### src/rtl/spi_slave_if.sv
// Signal bundle between an SPI mode-0 slave endpoint, its local logic and the serial pins.
// The slave modport is the endpoint's view; the master modport is the link/local-logic side.
interface spi_slave_if #(
   parameter int DATA_WIDTH = 8
);
   logic [DATA_WIDTH-1:0] slaveDataToSend;
   logic [DATA_WIDTH-1:0] slaveDataReceived;
   logic                  tx_load;
   logic                  rx_valid;
   logic                  busy;
   logic                  SCLK;
   logic                  CS;
   logic                  SDI;
   logic                  SDO;

   modport slave (
      input  slaveDataToSend, SCLK, CS, SDI,
      output slaveDataReceived, tx_load, rx_valid, busy, SDO
   );

   modport master (
      output slaveDataToSend, SCLK, CS, SDI,
      input  slaveDataReceived, tx_load, rx_valid, busy, SDO
   );
endinterface

### src/rtl/spi_slave.sv
// SPI mode-0, LSB-first slave that oversamples SCLK/CS/SDI on the local clock.
// Optional build macro SPI_SLAVE_SDO_TRISTATE_EN releases SDO (1'bz) while IDLE.
module spi_slave #(
   parameter int DATA_WIDTH  = 8,
   parameter int SYNC_STAGES = 2
) (
   input  logic     clk,
   input  logic     reset,
   spi_slave_if.slave bus
);
   typedef enum logic [1:0] {IDLE, LOAD, SHIFT} state_t;

   localparam int CNT_W = $clog2(DATA_WIDTH + 1);
   localparam logic [CNT_W-1:0] CNT_FULL = CNT_W'(DATA_WIDTH);

   state_t                state_reg, state_next;
   logic [2:0]            sync_reg [SYNC_STAGES];   // {sclk, cs, sdi}
   logic                  sclk_d_reg, cs_d_reg, fall_pend_reg;
   logic [DATA_WIDTH-1:0] shift_tx_reg, shift_rx_reg, rx_data_reg;
   logic [CNT_W-1:0]      count_reg;
   logic                  sdo_reg, tx_load_reg, rx_valid_reg;

   genvar gi;
   generate
      for (gi = 0; gi < SYNC_STAGES; gi++) begin : g_sync
         if (gi == 0) begin : g_first
            always_ff @(posedge clk) begin
               if (reset) sync_reg[gi] <= '0;
               else       sync_reg[gi] <= {bus.SCLK, bus.CS, bus.SDI};
            end
         end else begin : g_rest
            always_ff @(posedge clk) begin
               if (reset) sync_reg[gi] <= '0;
               else       sync_reg[gi] <= sync_reg[gi-1];
            end
         end
      end
   endgenerate

   logic sclk_s, cs_s, sdi_s;
   logic sclk_rise, sclk_fall, cs_rise, cs_fall;
   assign {sclk_s, cs_s, sdi_s} = sync_reg[SYNC_STAGES-1];
   assign sclk_rise = sclk_s & ~sclk_d_reg;
   assign sclk_fall = ~sclk_s & sclk_d_reg;
   assign cs_rise   = cs_s & ~cs_d_reg;
   assign cs_fall   = ~cs_s & cs_d_reg;

   always_ff @(posedge clk) begin
      if (reset) begin
         sclk_d_reg    <= 1'b0;
         cs_d_reg      <= 1'b0;
         fall_pend_reg <= 1'b0;
         state_reg     <= IDLE;
      end else begin
         sclk_d_reg    <= sclk_s;
         cs_d_reg      <= cs_s;
         fall_pend_reg <= sclk_fall;
         state_reg     <= state_next;
      end
   end

   // A deselect overrides everything, including an SCLK edge in the same cycle.
   always_comb begin
      state_next = state_reg;
      if (cs_rise) begin
         state_next = IDLE;
      end else begin
         case (state_reg)
            IDLE:    if (cs_fall) state_next = LOAD;
            LOAD:    state_next = SHIFT;
            SHIFT:   state_next = SHIFT;
            default: state_next = IDLE;
         endcase
      end
   end

   always_ff @(posedge clk) begin
      if (reset) begin
         shift_tx_reg <= '0;
         shift_rx_reg <= '0;
         rx_data_reg  <= '0;
         count_reg    <= '0;
         sdo_reg      <= 1'b0;
         tx_load_reg  <= 1'b0;
         rx_valid_reg <= 1'b0;
      end else begin
         tx_load_reg  <= 1'b0;
         rx_valid_reg <= 1'b0;
         // The word was already complete when the counter hit full, so commit it even on deselect.
         if (state_reg == SHIFT && count_reg == CNT_FULL) begin
            rx_data_reg  <= shift_rx_reg;
            rx_valid_reg <= 1'b1;
         end
         if (state_next == IDLE) begin
            count_reg <= '0;
            sdo_reg   <= 1'b0;
         end else begin
            case (state_reg)
               LOAD: begin
                  shift_tx_reg <= bus.slaveDataToSend;
                  sdo_reg      <= bus.slaveDataToSend[0];
                  tx_load_reg  <= 1'b1;
               end
               SHIFT: begin
                  if (count_reg == CNT_FULL) begin
                     count_reg <= '0;
                  end else if (sclk_rise) begin
                     shift_rx_reg <= {sdi_s, shift_rx_reg[DATA_WIDTH-1:1]};
                     count_reg    <= count_reg + CNT_W'(1);
                  end
                  // Falls act one cycle late so SDO moves SYNC_STAGES+2 cycles after the pin edge.
                  if (fall_pend_reg) begin
                     if (count_reg == '0) begin
                        shift_tx_reg <= bus.slaveDataToSend;
                        sdo_reg      <= bus.slaveDataToSend[0];
                        tx_load_reg  <= 1'b1;
                     end else begin
                        shift_tx_reg <= shift_tx_reg >> 1;
                        sdo_reg      <= shift_tx_reg[1];
                     end
                  end
               end
               default: ;
            endcase
         end
      end
   end

   assign bus.tx_load           = tx_load_reg;
   assign bus.rx_valid          = rx_valid_reg;
   assign bus.slaveDataReceived = rx_data_reg;
   assign bus.busy              = (state_reg != IDLE);

`ifdef SPI_SLAVE_SDO_TRISTATE_EN
   assign bus.SDO = (state_reg == IDLE) ? 1'bz : sdo_reg;
`else
   assign bus.SDO = sdo_reg;
`endif

endmodule

### src/flat_wrapper.sv
// flat-port wrapper written by rule: the top's interface ports become plain ports
module spi_slave_flat 
#(
   parameter int DATA_WIDTH  = 8,
   parameter int SYNC_STAGES = 2
)
  (clk, reset, bus_slaveDataToSend, bus_SCLK, bus_CS, bus_SDI, bus_slaveDataReceived, bus_tx_load, bus_rx_valid, bus_busy, bus_SDO);
  spi_slave_if #(.DATA_WIDTH(DATA_WIDTH)) bus_i ();
  input  logic clk;
  input  logic reset;
  input wire logic [$bits(bus_i.slaveDataToSend)-1:0] bus_slaveDataToSend;
  input wire logic [$bits(bus_i.SCLK)-1:0] bus_SCLK;
  input wire logic [$bits(bus_i.CS)-1:0] bus_CS;
  input wire logic [$bits(bus_i.SDI)-1:0] bus_SDI;
  output wire logic [$bits(bus_i.slaveDataReceived)-1:0] bus_slaveDataReceived;
  output wire logic [$bits(bus_i.tx_load)-1:0] bus_tx_load;
  output wire logic [$bits(bus_i.rx_valid)-1:0] bus_rx_valid;
  output wire logic [$bits(bus_i.busy)-1:0] bus_busy;
  output wire logic [$bits(bus_i.SDO)-1:0] bus_SDO;
  assign bus_i.slaveDataToSend = bus_slaveDataToSend;
  assign bus_i.SCLK = bus_SCLK;
  assign bus_i.CS = bus_CS;
  assign bus_i.SDI = bus_SDI;
  assign bus_slaveDataReceived = bus_i.slaveDataReceived;
  assign bus_tx_load = bus_i.tx_load;
  assign bus_rx_valid = bus_i.rx_valid;
  assign bus_busy = bus_i.busy;
  assign bus_SDO = bus_i.SDO;
  spi_slave #(.DATA_WIDTH(DATA_WIDTH), .SYNC_STAGES(SYNC_STAGES)) u_core (.clk(clk), .reset(reset), .bus(bus_i));
endmodule
### config.mk
export PLATFORM = sky130hd
export DESIGN_NAME = spi_slave_flat
export DESIGN_NICKNAME = d
export VERILOG_FILES = /design/src/rtl/spi_slave_if.sv /design/src/rtl/spi_slave.sv /design/src/flat_wrapper.sv
export SDC_FILE = /design/constraint.sdc
export NUM_CORES = 1
export LEC_CHECK = 0
export ABC_AREA = 1
export CAP_MARGIN = 30
export CORE_UTILIZATION = 46
export CTS_CLUSTER_DIAMETER = 150
export DETAILED_ROUTE_END_ITERATION = 8
export PLACE_DENSITY = 0.72
export SYNTH_ARGS = -nofsm -noshare
export SYNTH_HDL_FRONTEND = slang
export SYNTH_SLANG_ARGS = --single-unit
export TNS_END_PERCENT = 20
### constraint.sdc
create_clock -name clk -period 1.5 [get_ports clk]
set_clock_uncertainty 0.1 [all_clocks]
set_input_delay 0.15 -clock clk [delete_from_list [all_inputs] [get_ports clk]]
set_output_delay 0.15 -clock clk [all_outputs]
set_load 0.05 [all_outputs]
==> results of run 1 <==
layer usage:
metal	global-route usage	vias up	part of all wire
li1	-	842	-
met1	0.225	726	0.45
met2	0.307	30	0.50
met3	0.0475	7	0.034
met4	0.0833	0	0.016
met5	0	-	0
tightest hold or removal path, cell delays in order:
cell             delay (ns)
clkdlybuf4s50_1        0.39
inv_1                  0.05
nor2_1                 0.03
power groups by stage:
stage	sequential [mW]	combinational [mW]	clock (mW)
floorplan	1.14	0.108	0
global placement	1.14	0.179	0
detailed placement	1.15	0.181	0
CTS	1.12	0.185	0.740
global route	1.12	0.235	0.798
finish	1.12	0.213	0.726
metrics by stage:
step	setup slack, ns	total power [mW]	setup TNS (ns)
2_1_floorplan	0.0170	1.25	0
3_3_place_gp	-0.0109	1.32	-0.0109
3_5_place_dp	-0.0442	1.33	-0.103
4_1_cts	-0.0147	2.05	-0.0526
5_1_grt	-0.0572	2.16	-0.349
6_report	0.0102	2.06	0
cell type report:
class	count	area share
clock buffers	7	0.0350
inverters	46	0.0700
multi-input cells	150	0.371
flip-flops and latches	41	0.335
well taps	48	0.0244
repair buffers	44	0.164
worst max-delay path by stage:
stage                                              start                                  end  cells after the start
after floorplan           u_core.state_reg[0]$_SDFF_PP0_          u_core.bus.SDO$_SDFFE_PP0P_                      8
after global placement    u_core.state_reg[0]$_SDFF_PP0_          u_core.bus.SDO$_SDFFE_PP0P_                      9
after detailed placement  u_core.state_reg[0]$_SDFF_PP0_          u_core.bus.SDO$_SDFFE_PP0P_                      8
after CTS                 u_core.state_reg[0]$_SDFF_PP0_  u_core.shift_rx_reg[3]$_SDFFE_PP0P_                     10
after global routing      u_core.state_reg[0]$_SDFF_PP0_          u_core.bus.SDO$_SDFFE_PP0P_                      9
final                     u_core.state_reg[0]$_SDFF_PP0_  u_core.shift_tx_reg[1]$_SDFFE_PP0P_                      9
cell families after synthesis:
| family | share of synthesized area |
|---|---|
| compound gates | 0.115 |
| xor+xnor | 0.00483 |
| fa+ha+maj | 0.0414 |
| buf+inv | 0.128 |
| flops | 0.453 |
| simple gates | 0.258 |
placed cells by master (no fill, tap or decap), types with 2 or more instances in the layout:
cell	Yosys	final
nand2_1	47	43
dfxtp_1	41	38
inv_1	44	37
buf_4	2	25
nor2_1	26	23
a21oi_1	25	21
nand3_1	20	19
clkdlybuf4s50_1	0	12
inv_2	1	8
clkbuf_8	0	6
nor2_4	1	5
nand2_4	1	5
o211ai_1	5	5
buf_6	2	5
a21oi_2	0	4
ha_4	0	4
o21ai_1	0	3
nand2_2	3	2
nor2_2	3	2
o21ai_4	0	2
nand3_2	1	2
nor3_1	2	2
ha_1	6	2
buf_12	0	2
dfxtp_2	0	2
synthesized netlist by cell type, types with 2 or more instances:
| master | n | share of area |
|---|---|---|
| a21oi_1 | 25 | 0.069 |
| buf_1 | 2 | 0.0041 |
| buf_2 | 3 | 0.0083 |
| buf_4 | 2 | 0.0083 |
| buf_6 | 2 | 0.012 |
| dfxtp_1 | 41 | 0.45 |
| ha_1 | 6 | 0.041 |
| inv_1 | 44 | 0.091 |
| nand2_1 | 47 | 0.097 |
| nand2_2 | 3 | 0.010 |
| nand3_1 | 20 | 0.055 |
| nor2_1 | 26 | 0.054 |
| nor2_2 | 3 | 0.010 |
| nor3_1 | 2 | 0.0055 |
| o211ai_1 | 5 | 0.021 |
| o21ai_0 | 4 | 0.011 |
| o21ai_2 | 2 | 0.0097 |
what timing repair did:
action | in CTS | in global routing
pin swaps | 1 | 12
setup endpoints to repair | 10 | 29
gates cloned | 0 | 1
buffers inserted | 1 | 1
resized for setup | 4 | 46
==> metrics.md, run 1 <==
| Metric | Value |
|---|---|
| Hold-fix buffers at CTS | 0 |
| CP dominant cell by count | inv_1 |
| Initial DRC count | 127 |
| Nets | 307 |
| Clock share of power | 0.352 |
| Worst R2R Path Depth | 9 |
| Cell area power density | 835 nW/um2 |
| Clock Path Buffers | 2 |
| ANT nets after route | 0 |
| Slowest-stage cell, CP | dfxtp_2 |
| H-tree levels | 2 |
| Die area | 4200 um2 |
| Worst slew pin tran | 0.367 ns |
| Ys async rst share | 0 |
| Syn_nets | 265 |
| Initial Utilization | 0.488 |
| Reg power frac | 0.544 |
| Max Freq | 671 MHz |
| First-pass GRT wire length | 5900 um |
| Crit start category | flop |
| Final core utilization | 0.664 |
| Reg area | 827 um2 |
| Cell Count, Final, Fillers Out | 336 |
| WL per Instance | 11.2 um |
| Num Clock Sinks | 41 |
| Diode count | 0 |
| EDFF count, synth | 0 |
| Leak | 1.10 nW |
| Vias after detailed routing | 1,605 |
| Cell family with most CP delay | buffers and inverters |
| Worst VDD drop | 0.678 mV |
| Worst path cell trace | inv_2, ha_4, inv_1, nor2_4, nor2_2, buf_6, o21a_1, nand2_1, inv_1 |
| Main synth FF type | dfxtp_1 |
| Mapped Avg Cell Area | 7.37 um2 |
| Syn Inst Count | 246 |
| Fin crit share | 0.993 |
| Core Area | 3720 um2 |
| Worst Hold Depth | 3 |
| CTS tree | yes |
| Cell Int Power | 1.57 mW |
| Vias/cell | 4.78 |
| IO Port Bufs | 24 |
| Initial DRT Pass Iterations | 4 |
| R2R setup slack | 0.01 ns |
| Slew headroom | 0.754 |
| DR DRC count | 0 |
| Bufs and invs on worst path | 4 |
| WL final | 3780 um |
| Area growth from synthesis to layout | 36.0% |
| Sw Share | 0.236 |
| RSZ-0062 raised after global routing | true |
| Share of layout cells above drive strength 1 | 0.267 |
| RR Endpoint | u_core.shift_tx_reg[1]$_SDFFE_PP0P_ |
| Final count of hold timing violations | 0 |
| Yosys reg bits | 41 |
| Reg-to-reg startpoint | u_core.state_reg[0]$_SDFF_PP0_ |
| Combinational power share | 0.103 |
| Worst Hold Class | input pin to flop |
| WP data arrival | 1.59 ns |
| Clk root buf | clkbuf_8 |
| Critical Path End Type | flop |
| Placed Cells | 326 |
| NetSw | 487 uW |
| Number of synthesis warnings | 0 |
| GRT Util Overall | 0.186 |
| Outcome | finished, final reports clean |
| Initial antenna violation count | 0 |
| Worst-path fanout max | 8 |
| # fillers | 338 |
| Die Width | 64.8 um |
| Die height | 64.8 um |
| Max-cap violations | 0 |
| Multi-input gate area | 916 um2 |
| Final instance area | 2470 um2 |
| Min cycle time layout | 1.49 ns |
| Largest net degree at the start of global routing | 17 |
| Max-slew violations | 0 |
| Vias in the first global route | 1,397 |
| Post-DP Area | 2180 um2 |
| Hold_sp | bus_SDI |
| Routability congestion estimate | 0.760 |
| CTS Buf Count | 5 |
| Count of cell types in the netlist | 26 |
| Post-DP HPWL | 2450 um |
| # rows | 22 |
| Worst-path clk slew | 0.07 ns |
| WHS Endpoint | u_core.sync_reg[0][0]$_SDFF_PP0_ |
| Register area share after synthesis | 0.453 |
| Mapped Area | 1810 um2 |
| Clk_lat worst skew | 0.29 ns |
| Setup-failing EPs final | 0 |
| WP data required | 1.60 ns |
| Worst hold slack | 0.263 ns |
| WS Path Type | flop to flop |
| CP max stage delay | 0.33 ns |
| Top Ports | 25 |
| GRT Residual Overflow | 0 |
Note: power is estimated with default switching activity, not from simulation.
==> inputs of run 2 (changes only) <==
--- a/config.mk
+++ b/config.mk
@@ -7,10 +7,11 @@
 export LEC_CHECK = 0
 export ABC_AREA = 1
 export CAP_MARGIN = 30
-export CORE_UTILIZATION = 46
+export CORE_MARGIN = 2
+export CORE_UTILIZATION = 48
 export CTS_CLUSTER_DIAMETER = 150
 export DETAILED_ROUTE_END_ITERATION = 8
-export PLACE_DENSITY = 0.72
+export PLACE_DENSITY = 0.74
 export SYNTH_ARGS = -nofsm -noshare
 export SYNTH_HDL_FRONTEND = slang
 export SYNTH_SLANG_ARGS = --single-unit
==> metrics.md, run 2 (synthesis gave the netlist of run 1 again) <==
| Metric | Value |
|---|---|
| WL per Instance | 11.1 um (-1.5%) |
| Slowest-stage cell, CP | dfxtp_2 |
| Crit start category | flop |
| Nets | 308 (+0.33%) |
| WS Path Type | flop to flop |
| CTS Buf Count | 5 (unchanged) |
| TNS Setup | -0.0280 ns (-0.0280 ns) |
| Top Ports | 25 (unchanged) |
| Min cycle time layout | 1.53 ns (+0.0381 ns) |
| Post-DP HPWL | 2530 um (+3.3%) |
| Worst-path fanout max | 7 (-1) |
| Critical Path End | u_core.count_reg[2]$_SDFFE_PP0P_ |
| Max Freq | 654 MHz (-2.5%) |
| Die Width | 65.5 um (+1.0%) |
| Worst path cell trace | inv_2, ha_4, nand2_2, nor2_4, nand2_2, nand2_4, nand2_1, o21ai_0, nand2_1, inv_1 |
| Diode count | 0 (unchanged) |
| Final count of hold timing violations | 0 (unchanged) |
| Slew headroom | 0.813 (+0.0589) |
| Bufs and invs on worst path | 2 (-2) |
| Vias/cell | 4.78 (about the same) |
| WP data arrival | 1.67 ns (+0.08 ns) |
| Stages on worst setup path | 10 (+1) |
| Critical Path End Type | flop |
| Worst hold slack | 0.279 ns (+0.0165 ns) |
| H-tree levels | 2 (unchanged) |
| RSZ-0062 raised after global routing | true |
| Reg-to-reg startpoint | u_core.count_reg[0]$_SDFFE_PP0P_ |
| Clk_lat worst skew | 0.29 ns (about the same) |
| GRT Residual Overflow | 0 (unchanged) |
| Initial antenna violation count | 0 (unchanged) |
| Core Area | 3630 um2 (-2.2%) |
| Reg power frac | 0.544 (about the same) |
| Max-cap violations | 0 (unchanged) |
| Worst slew pin tran | 0.279 ns (-0.0881 ns) |
| WP data required | 1.65 ns (+0.05 ns) |
| Hold_sp | bus_SDI |
| # rows | 22 (unchanged) |
| Die area | 4280 um2 (+2.1%) |
| Fin crit share | 1.02 (+0.0254) |
| CP max stage delay | 0.33 ns (about the same) |
| Vias in the first global route | 1,510 (+8.1%) |
| Commonest non-fill, non-tap cell in the layout | nand2_1 |
| ANT nets after route | 0 (unchanged) |
| Combinational power share | 0.103 (about the same) |
| Worst Setup SP | u_core.count_reg[0]$_SDFFE_PP0P_ |
| Worst R2R Path Depth | 10 (+1) |
| Worst-path clk slew | 0.08 ns (about the same) |
| CTS tree | yes |
| Clock Path Buffers | 2 (unchanged) |
| Cell family with most CP delay | simple AND/OR/NAND/NOR gates |
| First-pass GRT wire length | 6330 um (+7.3%) |
| Clk root buf | clkbuf_8 |
| R2R setup slack | -0.03 ns (-0.04 ns) |
| Commonest non-fill, non-tap cells in the layout | nand2_1, inv_1, dfxtp_1, buf_4, nor2_1 |
| WL final | 3730 um (-1.2%) |
| Worst VDD drop | 0.782 mV (+15%) |
| Max-slew violations | 0 (unchanged) |
| Vias after detailed routing | 1,610 (+0.31%) |
| IO Port Bufs | 24 (unchanged) |
| Initial DRC count | 113 (-11%) |
| Leak | 1.08 nW (-1.7%) |
| Failing checks | setup timing |
| Area growth from synthesis to layout | 36.0% (about the same) |
| GRT Util Overall | 0.196 (+0.00974) |
| RR Endpoint | u_core.count_reg[2]$_SDFFE_PP0P_ |
| Worst Hold Class | input pin to flop |
| Largest net degree at the start of global routing | 17 (unchanged) |
| Share of layout cells above drive strength 1 | 0.266 (-0.000925) |
| Initial DRT Pass Iterations | 4 (unchanged) |
| Initial Utilization | 0.499 (+0.0111) |
| Outcome | complete, but fails checks |
| Cell Count, Final, Fillers Out | 337 (+0.30%) |
| Die height | 65.5 um (+1.0%) |
| Num Clock Sinks | 41 (unchanged) |
| Setup-failing EPs final | 1 (+1) |
| Clock share of power | 0.353 (about the same) |
| Cell Int Power | 1.57 mW (about the same) |
| Placed Cells | 327 (+0.31%) |
| Sw Share | 0.235 (-0.000703) |
| NetSw | 485 uW (-0.31%) |
| DR DRC count | 0 (unchanged) |
| Fin worst setup slack | -0.0280 ns (-0.0381 ns) |
| Routability congestion estimate | 0.779 (+2.6%) |
| Cell area power density | 836 nW/um2 (about the same) |
-- run 2: cell types whose count changed in the layout (fill, tap and decap cells not counted), moves of 2 or more --
cell	before	now
inv_1	37	39
dfxtp_2	2	4
nand2_2	2	4
o21ai_0	1	4
inv_2	8	5
o21ai_1	3	0
nand2_4	5	3
-- run 2: through the flow --
stage | instance area (um2) | power [mW] | setup WS, ns | utilization
2_1_floorplan | 1820 | 1.25 | 0.0170 | -
5_1_grt | 2460 | 2.18 | -0.0941 | 0.678
4_1_cts | 2340 | 2.07 | -0.0199 | 0.644
3_3_place_gp | 2200 | 1.32 | -0.0216 | 0.605
3_5_place_dp | 2200 | 1.33 | -0.115 | 0.605
6_report | 2460 | 2.06 | -0.0280 | 0.678
-- run 2: how the worst min path moves through the flow --
stage,cells past startpoint,slack [ns],end
2_1_floorplan,2,0.16,u_core.sync_reg[0][0]$_SDFF_PP0_
3_3_place_gp,2,0.30,u_core.sync_reg[1][1]$_SDFF_PP0_
3_5_place_dp,2,0.30,u_core.sync_reg[1][1]$_SDFF_PP0_
4_1_cts,3,0.27,u_core.sync_reg[0][0]$_SDFF_PP0_
5_1_grt,3,0.30,u_core.sync_reg[0][1]$_SDFF_PP0_
6_report,3,0.28,u_core.sync_reg[0][0]$_SDFF_PP0_
-- run 2: area by class of cell --
class                      instances  area (um2)
fill                             306        1170
multi-input combinational        150         896
timing repair buffer              45         418
sequential                        41         826
clock buffer                       6        82.6
clock inverter                     1        7.51
tap                               48        60.1
inverter                          46         175
-- run 2: power by group through the flow --
stage	Sequential, mW	Combinational [mW]	Clock (mW)
finish	1.12	0.212	0.727
global route	1.12	0.237	0.817
CTS	1.12	0.190	0.755
global placement	1.14	0.179	0
floorplan	1.14	0.108	0
detailed placement	1.15	0.182	0
-- run 2: timing repair --
item | 4_1_cts | 5_1_grt
pin swaps | 4 | 11
setup endpoints to repair | 12 | 29
gates cloned | 0 | 1
buffers inserted | 2 | 0
hold buffers | 0 | 0
gates resized for setup | 9 | 31
endpoints found under the hold margin | 0 | 0
-- run 2: metal layers --
| metal | wire [um] | vias to the layer above | share of wire | GRT usage |
|---|---|---|---|---|
| li1 | - | 842 | - | - |
| met1 | 1570 | 729 | 0.42 | 0.216 |
| met2 | 1900 | 30 | 0.51 | 0.352 |
| met3 | 147 | 9 | 0.039 | 0.0565 |
| met4 | 109 | 0 | 0.029 | 0.0755 |
| met5 | 0 | - | 0 | 0 |
-- run 2: tightest hold or removal path, cell delays in order --
cell,delay (ns)
clkdlybuf4s50_1,0.39
inv_1,0.05
nor2_1,0.03
